--- config.mk ---
export PLATFORM = sky130hd
export DESIGN_NAME = debug_unit_ctrl_flat
export DESIGN_NICKNAME = d
export VERILOG_FILES = /design/src/rtl/debug_unit_ctrl_pkg.sv /design/src/rtl/debug_unit_ctrl_if.sv /design/src/rtl/debug_unit_ctrl_serializer.sv /design/src/rtl/debug_unit_ctrl.sv /design/src/flat_wrapper.sv
export SDC_FILE = /design/constraint.sdc
export NUM_CORES = 1
export LEC_CHECK = 0
export ABC_AREA = 1
export BUFFER_PORTS_ARGS = -buffer_cell sky130_fd_sc_hd__buf_2
export CELL_PAD_IN_SITES_DETAIL_PLACEMENT = 2
export CELL_PAD_IN_SITES_GLOBAL_PLACEMENT = 2
export CORE_MARGIN = 10
export CORE_UTILIZATION = 25
export CTS_CLUSTER_DIAMETER = 50
export DETAILED_ROUTE_END_ITERATION = 10
export HOLD_SLACK_MARGIN = 0.08
export MAX_ROUTING_LAYER = met4
export PLACE_DENSITY = 0.87
export SYNTH_ARGS = -nofsm -noshare
export SYNTH_HDL_FRONTEND = slang
export SYNTH_SLANG_ARGS = --single-unit
--- constraint.sdc ---
create_clock -name clock -period 1.6 [get_ports clock]
set_clock_uncertainty 0.05 [all_clocks]
set_input_delay 0.08 -clock clock [delete_from_list [all_inputs] [get_ports clock]]
set_output_delay 0.08 -clock clock [all_outputs]
set_load 0.01 [all_outputs]
--- src/rtl/debug_unit_ctrl_pkg.sv ---
// debug_unit_pkg: shared widths, command bytes and FSM states for the debug unit
package debug_unit_pkg;
  localparam int NB_DATA = 8;
  localparam int NB_WORD = 32;
  localparam int NB_IMEM_ADDR = 8;
  localparam int NB_REG_ADDR = 5;
  localparam int DUMP_WORDS = 33;
  localparam int BYTES_PER_WORD = 4;
  localparam logic [NB_DATA-1:0] CMD_LOAD = 8'h4C;
  localparam logic [NB_DATA-1:0] CMD_RUN = 8'h52;
  localparam logic [NB_DATA-1:0] CMD_STEP = 8'h53;
  localparam logic [NB_DATA-1:0] ACK = 8'h06;
  typedef enum logic [3:0] {
    IDLE, LD_COUNT, LD_BYTE, LD_WRITE, LD_ACK, RUN, STEP, DUMP_LOAD, DUMP_SEND, DUMP_WAIT
  } state_t;
endpackage

--- src/rtl/debug_unit_ctrl_if.sv ---
// debug_unit_ctrl_if: UART, instruction memory and core debug signals of the debug unit
interface debug_unit_ctrl_if;
  import debug_unit_pkg::*;
  logic [NB_DATA-1:0] rx_data_i;
  logic rx_valid_i;
  logic tx_done_i;
  logic [NB_DATA-1:0] tx_data_o;
  logic tx_start_o;
  logic imem_we_o;
  logic [NB_IMEM_ADDR-1:0] imem_addr_o;
  logic [NB_WORD-1:0] imem_data_o;
  logic cpu_run_o;
  logic cpu_step_o;
  logic cpu_halt_i;
  logic [NB_WORD-1:0] pc_i;
  logic [NB_REG_ADDR-1:0] reg_addr_o;
  logic [NB_WORD-1:0] reg_data_i;
  logic busy_o;
  modport master (
    input rx_data_i, rx_valid_i, tx_done_i, cpu_halt_i, pc_i, reg_data_i,
    output tx_data_o, tx_start_o, imem_we_o, imem_addr_o, imem_data_o,
    output cpu_run_o, cpu_step_o, reg_addr_o, busy_o
  );
  modport slave (
    output rx_data_i, rx_valid_i, tx_done_i, cpu_halt_i, pc_i, reg_data_i,
    input tx_data_o, tx_start_o, imem_we_o, imem_addr_o, imem_data_o,
    input cpu_run_o, cpu_step_o, reg_addr_o, busy_o
  );
endinterface

--- src/rtl/debug_unit_ctrl_serializer.sv ---
// dbg_word_serializer: shifts a word out MSB-first, one byte per tx_done; single mode sends only the top byte
module dbg_word_serializer
  import debug_unit_pkg::*;
(
  input  logic clock,
  input  logic reset,
  input  logic load,
  input  logic single,
  input  logic [NB_WORD-1:0] word,
  input  logic tx_done,
  output logic [NB_DATA-1:0] tx_data,
  output logic word_done
);
  logic [NB_WORD-1:0] sh;
  logic [1:0] cnt;
  always_ff @(posedge clock) begin
    if (reset) begin
      sh <= '0;
      cnt <= '0;
    end else if (load) begin
      sh <= word;
      cnt <= single ? 2'(BYTES_PER_WORD - 1) : 2'd0;
    end else if (tx_done) begin
      sh <= sh << NB_DATA;
      cnt <= cnt + 2'd1;
    end
  end
  assign tx_data = sh[NB_WORD-1 -: NB_DATA];
  assign word_done = tx_done && cnt == 2'(BYTES_PER_WORD - 1);
endmodule

--- src/rtl/debug_unit_ctrl.sv ---
// debug_unit_ctrl: UART command sequencer that loads imem, runs/steps the core and dumps PC plus registers
module debug_unit_ctrl
  import debug_unit_pkg::*;
(
  input logic clock,
  input logic reset,
  debug_unit_ctrl_if.master bus
);
  state_t state, state_n;
  logic [NB_IMEM_ADDR-1:0] addr, last_addr;
  logic [1:0] lcnt;
  logic [NB_WORD-1:0] ld_word, ser_word;
  logic [5:0] widx;
  logic ack_sent, ser_load, ser_single, tx_done, word_done, rx, last_word;
  assign rx = bus.rx_valid_i;
  assign last_word = addr == last_addr;
  assign tx_done = bus.tx_done_i && (state == DUMP_WAIT || state == LD_ACK);
  always_comb begin
    state_n = state;
    unique case (state)
      IDLE: if (rx) state_n = bus.rx_data_i == CMD_LOAD ? LD_COUNT :
                              bus.rx_data_i == CMD_RUN  ? RUN :
                              bus.rx_data_i == CMD_STEP ? STEP : IDLE;
      LD_COUNT: if (rx) state_n = LD_BYTE;
      LD_BYTE: if (rx && lcnt == 2'd3) state_n = LD_WRITE;
      LD_WRITE: state_n = last_word ? LD_ACK : LD_BYTE;
      LD_ACK: if (tx_done) state_n = IDLE;
      RUN: if (bus.cpu_halt_i) state_n = DUMP_LOAD;
      STEP: state_n = DUMP_LOAD;
      DUMP_LOAD: state_n = DUMP_SEND;
      DUMP_SEND: state_n = DUMP_WAIT;
      DUMP_WAIT: if (tx_done) state_n = !word_done ? DUMP_SEND :
                                        widx == 6'(DUMP_WORDS) ? IDLE : DUMP_LOAD;
      default: state_n = IDLE;
    endcase
  end
  always_ff @(posedge clock) begin
    if (reset) begin
      state <= IDLE;
      addr <= '0;
      last_addr <= '0;
      lcnt <= '0;
      ld_word <= '0;
      widx <= '0;
      ack_sent <= 1'b0;
    end else begin
      state <= state_n;
      ack_sent <= state == LD_ACK;
      if (state == IDLE) addr <= '0;
      if (state == LD_WRITE) addr <= addr + 1'b1;
      // N=0 wraps to 255, so a count of 0 loads all 256 words
      if (state == LD_COUNT && rx) begin
        last_addr <= bus.rx_data_i - 8'd1;
        lcnt <= '0;
      end
      if (state == LD_BYTE && rx) begin
        ld_word <= {ld_word[NB_WORD-NB_DATA-1:0], bus.rx_data_i};
        lcnt <= lcnt + 2'd1;
      end
      if (state == RUN || state == STEP) widx <= '0;
      if (state == DUMP_LOAD) widx <= widx + 6'd1;
    end
  end
  assign ser_load = state == DUMP_LOAD || (state == LD_WRITE && last_word);
  assign ser_single = state == LD_WRITE;
  assign ser_word = state == LD_WRITE ? {ACK, 24'h0} : widx == '0 ? bus.pc_i : bus.reg_data_i;
  dbg_word_serializer u_ser (
    .clock(clock), .reset(reset), .load(ser_load), .single(ser_single), .word(ser_word),
    .tx_done(tx_done), .tx_data(bus.tx_data_o), .word_done(word_done)
  );
  assign bus.tx_start_o = state == DUMP_SEND || (state == LD_ACK && !ack_sent);
  assign bus.imem_we_o = state == LD_WRITE;
  assign bus.imem_addr_o = addr;
  assign bus.imem_data_o = ld_word;
  assign bus.cpu_run_o = state == RUN && !bus.cpu_halt_i;
  assign bus.cpu_step_o = state == STEP;
  assign bus.reg_addr_o = state == DUMP_LOAD ? NB_REG_ADDR'(widx - 6'd1) : '0;
  assign bus.busy_o = state != IDLE;
endmodule

--- src/flat_wrapper.sv ---
// flat-port wrapper written by rule: the top's interface ports become plain ports
module debug_unit_ctrl_flat import debug_unit_pkg::*;
  (clock, reset, bus_rx_data_i, bus_rx_valid_i, bus_tx_done_i, bus_cpu_halt_i, bus_pc_i, bus_reg_data_i, bus_tx_data_o, bus_tx_start_o, bus_imem_we_o, bus_imem_addr_o, bus_imem_data_o, bus_cpu_run_o, bus_cpu_step_o, bus_reg_addr_o, bus_busy_o);
  debug_unit_ctrl_if bus_i ();
  input logic clock;
  input logic reset;
  input wire logic [$bits(bus_i.rx_data_i)-1:0] bus_rx_data_i;
  input wire logic [$bits(bus_i.rx_valid_i)-1:0] bus_rx_valid_i;
  input wire logic [$bits(bus_i.tx_done_i)-1:0] bus_tx_done_i;
  input wire logic [$bits(bus_i.cpu_halt_i)-1:0] bus_cpu_halt_i;
  input wire logic [$bits(bus_i.pc_i)-1:0] bus_pc_i;
  input wire logic [$bits(bus_i.reg_data_i)-1:0] bus_reg_data_i;
  output wire logic [$bits(bus_i.tx_data_o)-1:0] bus_tx_data_o;
  output wire logic [$bits(bus_i.tx_start_o)-1:0] bus_tx_start_o;
  output wire logic [$bits(bus_i.imem_we_o)-1:0] bus_imem_we_o;
  output wire logic [$bits(bus_i.imem_addr_o)-1:0] bus_imem_addr_o;
  output wire logic [$bits(bus_i.imem_data_o)-1:0] bus_imem_data_o;
  output wire logic [$bits(bus_i.cpu_run_o)-1:0] bus_cpu_run_o;
  output wire logic [$bits(bus_i.cpu_step_o)-1:0] bus_cpu_step_o;
  output wire logic [$bits(bus_i.reg_addr_o)-1:0] bus_reg_addr_o;
  output wire logic [$bits(bus_i.busy_o)-1:0] bus_busy_o;
  assign bus_i.rx_data_i = bus_rx_data_i;
  assign bus_i.rx_valid_i = bus_rx_valid_i;
  assign bus_i.tx_done_i = bus_tx_done_i;
  assign bus_i.cpu_halt_i = bus_cpu_halt_i;
  assign bus_i.pc_i = bus_pc_i;
  assign bus_i.reg_data_i = bus_reg_data_i;
  assign bus_tx_data_o = bus_i.tx_data_o;
  assign bus_tx_start_o = bus_i.tx_start_o;
  assign bus_imem_we_o = bus_i.imem_we_o;
  assign bus_imem_addr_o = bus_i.imem_addr_o;
  assign bus_imem_data_o = bus_i.imem_data_o;
  assign bus_cpu_run_o = bus_i.cpu_run_o;
  assign bus_cpu_step_o = bus_i.cpu_step_o;
  assign bus_reg_addr_o = bus_i.reg_addr_o;
  assign bus_busy_o = bus_i.busy_o;
  debug_unit_ctrl u_core (.clock(clock), .reset(reset), .bus(bus_i));
endmodule
==> metrics <==
commonest non-fill, non-tap cell in the layout nor2_1; Yosys top cell area share 0.3834; CTS tree yes; Die X 160.9 um; via/cell ratio 4.916; Gate power share 0.084; Iter 0 DRT Violations approximately 310; Arr. time, crit path between 2000 and 2500 ps; Routed WL ~27 mm; GRT Overall Usage 0.1838; clk slew on worst S/H paths 80 ps; Synth area leader dfxtp_1; MaxCap Viol Count 0; run status finished, violations left; Layout area overhead 58.56%; share of cells above drive strength 1 0.3952; drt first pass iters 4; synthesized net count 823; # nets final 1045; FMAX 520.4 MHz; switching portion of total power 0.2838; Slew Viols, Final 0; H-tree depth 3; final worst-path cycle share 1.201; Sink Count 95; I/O pin count 135; mux share of post-synthesis cell area 0; area occupied by multi-input gates 2949 sq um; Post-Synth Adder-Cell Area 0.02270; main combinational cell family by area after synthesis simple AND/OR/NAND/NOR gates; drc violations 0; Finished Layout Cells approximately 1.2k; simple-gate share of the synthesized area 0.2648; Slew @ Worst Pin 521.2 ps; Clock Path Buffers 2; failing checks negative setup slack; R2R depth 12; Distinct cells, synth 38; R2R Setup Slk -320 ps; Final Critical Period ~1900 ps; Die ar. 25880 sq um; GPL Wtd Cong 0.8237; P_leak around 3.9 nW; crit path launch type flop; number of global-route vias before repair 6601; Hold WC Path Type primary input to flop; Yosys reg bits 95; pin count of the biggest net entering global routing 63; first-pass GRT wire length 37.39 mm; Setup crit end u_core.u_ser.sh[26]; Routed wire per std cell approximately 22 um; final setup margin -321.5 ps; Final Util 0.4042; Reg2Reg Capture Point u_core.u_ser.sh[26]; WP data required around 1800 ps; Initial Util 0.2549; most frequent cells in the layout nor2_1 (137), buf_2 (131), dfxtp_1 (86); Area after DPL between 6000 and 7000 sq um; diode count 0; Int Power 0.003693 W; power density cells 655.5 nW/um^2; Setup TNS Final -8891 ps; Reg area 1921 sq um; die height 160.9 um; Synth Area in Compound Gates 0.2023; Setup-failing EPs final 91; syn avg cell area a little under 7 sq um; CP Class flop to flop; Hold Violations, Final 0; mapped cell area 4961 sq um; Peak VDD IR 542.0 uV; Root Driver clkbuf_16; worst setup path startpoint u_core.widx[1]; Sw Pwr about 0.0015 W; PortBufs 134; gr ovfl total 0; Yosys warnings 0; synth top area cells dfxtp_1 (38%), nor2_1 (13%), o21ai_0 (7.7%); RSZ-0062 raised after global routing yes; initial antenna violation count 0; Post-DRT Antenna Nets 0; # rows 51; dpl hpwl 14.85 mm; clock latency on the worst-skew pair 370 ps; Post-Synth XOR/XNOR Area 0.01412; critical path capture point type flop; worst rel slew slack 0.6489; Syn Inst Count 737; Placement Setup Slack -227.1 ps; final instance area a little under 8000 sq um; sequential fraction of the synthesis area 0.3834; r2r startpoint u_core.widx[1]; number of fill cells in the layout 2202; Crit Path Max Fanout 8; vias after detailed routing 6042; CTS buffer count 9; Clk pwr share 0.454; core area 19460 sq um; sequential power share 0.462; Placed Cells 1146
## flip-flops by register name, indices dropped and copies added (netlist names)
| name | cells |
|---|---|
| u_core.u_ser.sh | 32 |
| u_core.last_addr | 8 |
| u_core.bus.imem_addr_o | 8 |
| u_core.bus.imem_data_o | 32 |
| u_core.state | 4 |
| u_core.lcnt | 2 |
| u_core.widx | 6 |
| u_core.u_ser.cnt | 2 |
| u_core.ack_sent | 1 |
## final cells by class
class                      instances  share of cell area
clock inverter                     7             0.01145
tap                              265             0.04215
multi-input combinational        515              0.3749
inverter                          83             0.04517
clock buffer                       9             0.02863
sequential                        95              0.2442
timing repair inverter             1            0.001113
timing repair buffer             254              0.2524
## power groups by stage
stage	clock [W]	sequential (W)	combinational [W]
floorplan	0	0.00244	0.000119
global placement	0	0.00244	0.000297
detailed placement	0	0.00244	0.000307
CTS	0.00235	0.00238	0.000376
global route	0.00251	0.00238	0.000468
finish	0.00234	0.00238	0.000431
## critical path, cell delays in order (launching register included)
cell	delay, ps
dfxtp_2	360
inv_2	60
ha_4	160
nand4_1	100
buf_6	190
buf_6	140
inv_8	40
nand2_1	60
nand2_1	50
a21oi_1	260
nand2_1	180
nand2_2	100
a21oi_2	50
## synth_stat cells, drive strengths merged
library cell  count
nand2            96
o31ai             1
a22oi             1
xor2              3
o211a             1
nor3              3
a211oi            1
dfxtp            95
ha                9
a31oi             5
a221oi            4
nor4              1
clkbuf           14
xnor2             5
o211ai            2
inv              83
a311oi            2
nor2            177
o21a              1
nand3            23
o21ai           122
nand4             9
or2               2
buf              30
a21oi            47
## how the worst min path moves through the flow
stage | from | slack [ps] | cells after the start | to
after global placement | bus_rx_data_i[0] | 240 | 2 | u_core.last_addr[0]
after detailed placement | bus_rx_data_i[0] | 250 | 2 | u_core.last_addr[0]
after global routing | bus_pc_i[10] | 90 | 5 | u_core.u_ser.sh[10]
after floorplan | bus_rx_data_i[0] | 120 | 1 | u_core.last_addr[0]
final | bus_pc_i[10] | 70 | 5 | u_core.u_ser.sh[10]
after CTS | bus_pc_i[1] | 80 | 5 | u_core.u_ser.sh[1]
## logic make-up after synthesis
| kind of cell | count (synthesis) |
|---|---|
| flip-flops | 95 |
| buffers and inverters | 127 |
| AND/OR/NAND/NOR | 311 |
| AO/OA/AOI/OAI | 187 |
| XOR/XNOR | 8 |
| adder cells (fa/ha/maj) | 9 |
## timing repair
item,4_1_cts,5_1_grt
cloned,2,8
hold endpoints to repair,33,0
buffers inserted,15,13
pin swaps,14,41
gates resized for setup,81,132
setup endpoints to repair,89,102
hold buffers,30,0
## through the flow
stage,power [W],hold WS (ps)
CTS,0.005110,81.66
global placement,0.002737,244.5
detailed placement,0.002747,253.8
global route,0.005366,94.52
floorplan,0.002561,120.0
finish,0.005156,68.41
## metal layers
| layer | share of wire | GRT usage |
|---|---|---|
| met4 | 0.026 | 0.05170 |
| met3 | 0.039 | 0.03604 |
| met5 | 0 | - |
| met1 | 0.41 | 0.2039 |
| met2 | 0.52 | 0.3276 |
Note: power is estimated with default switching activity, not from simulation.
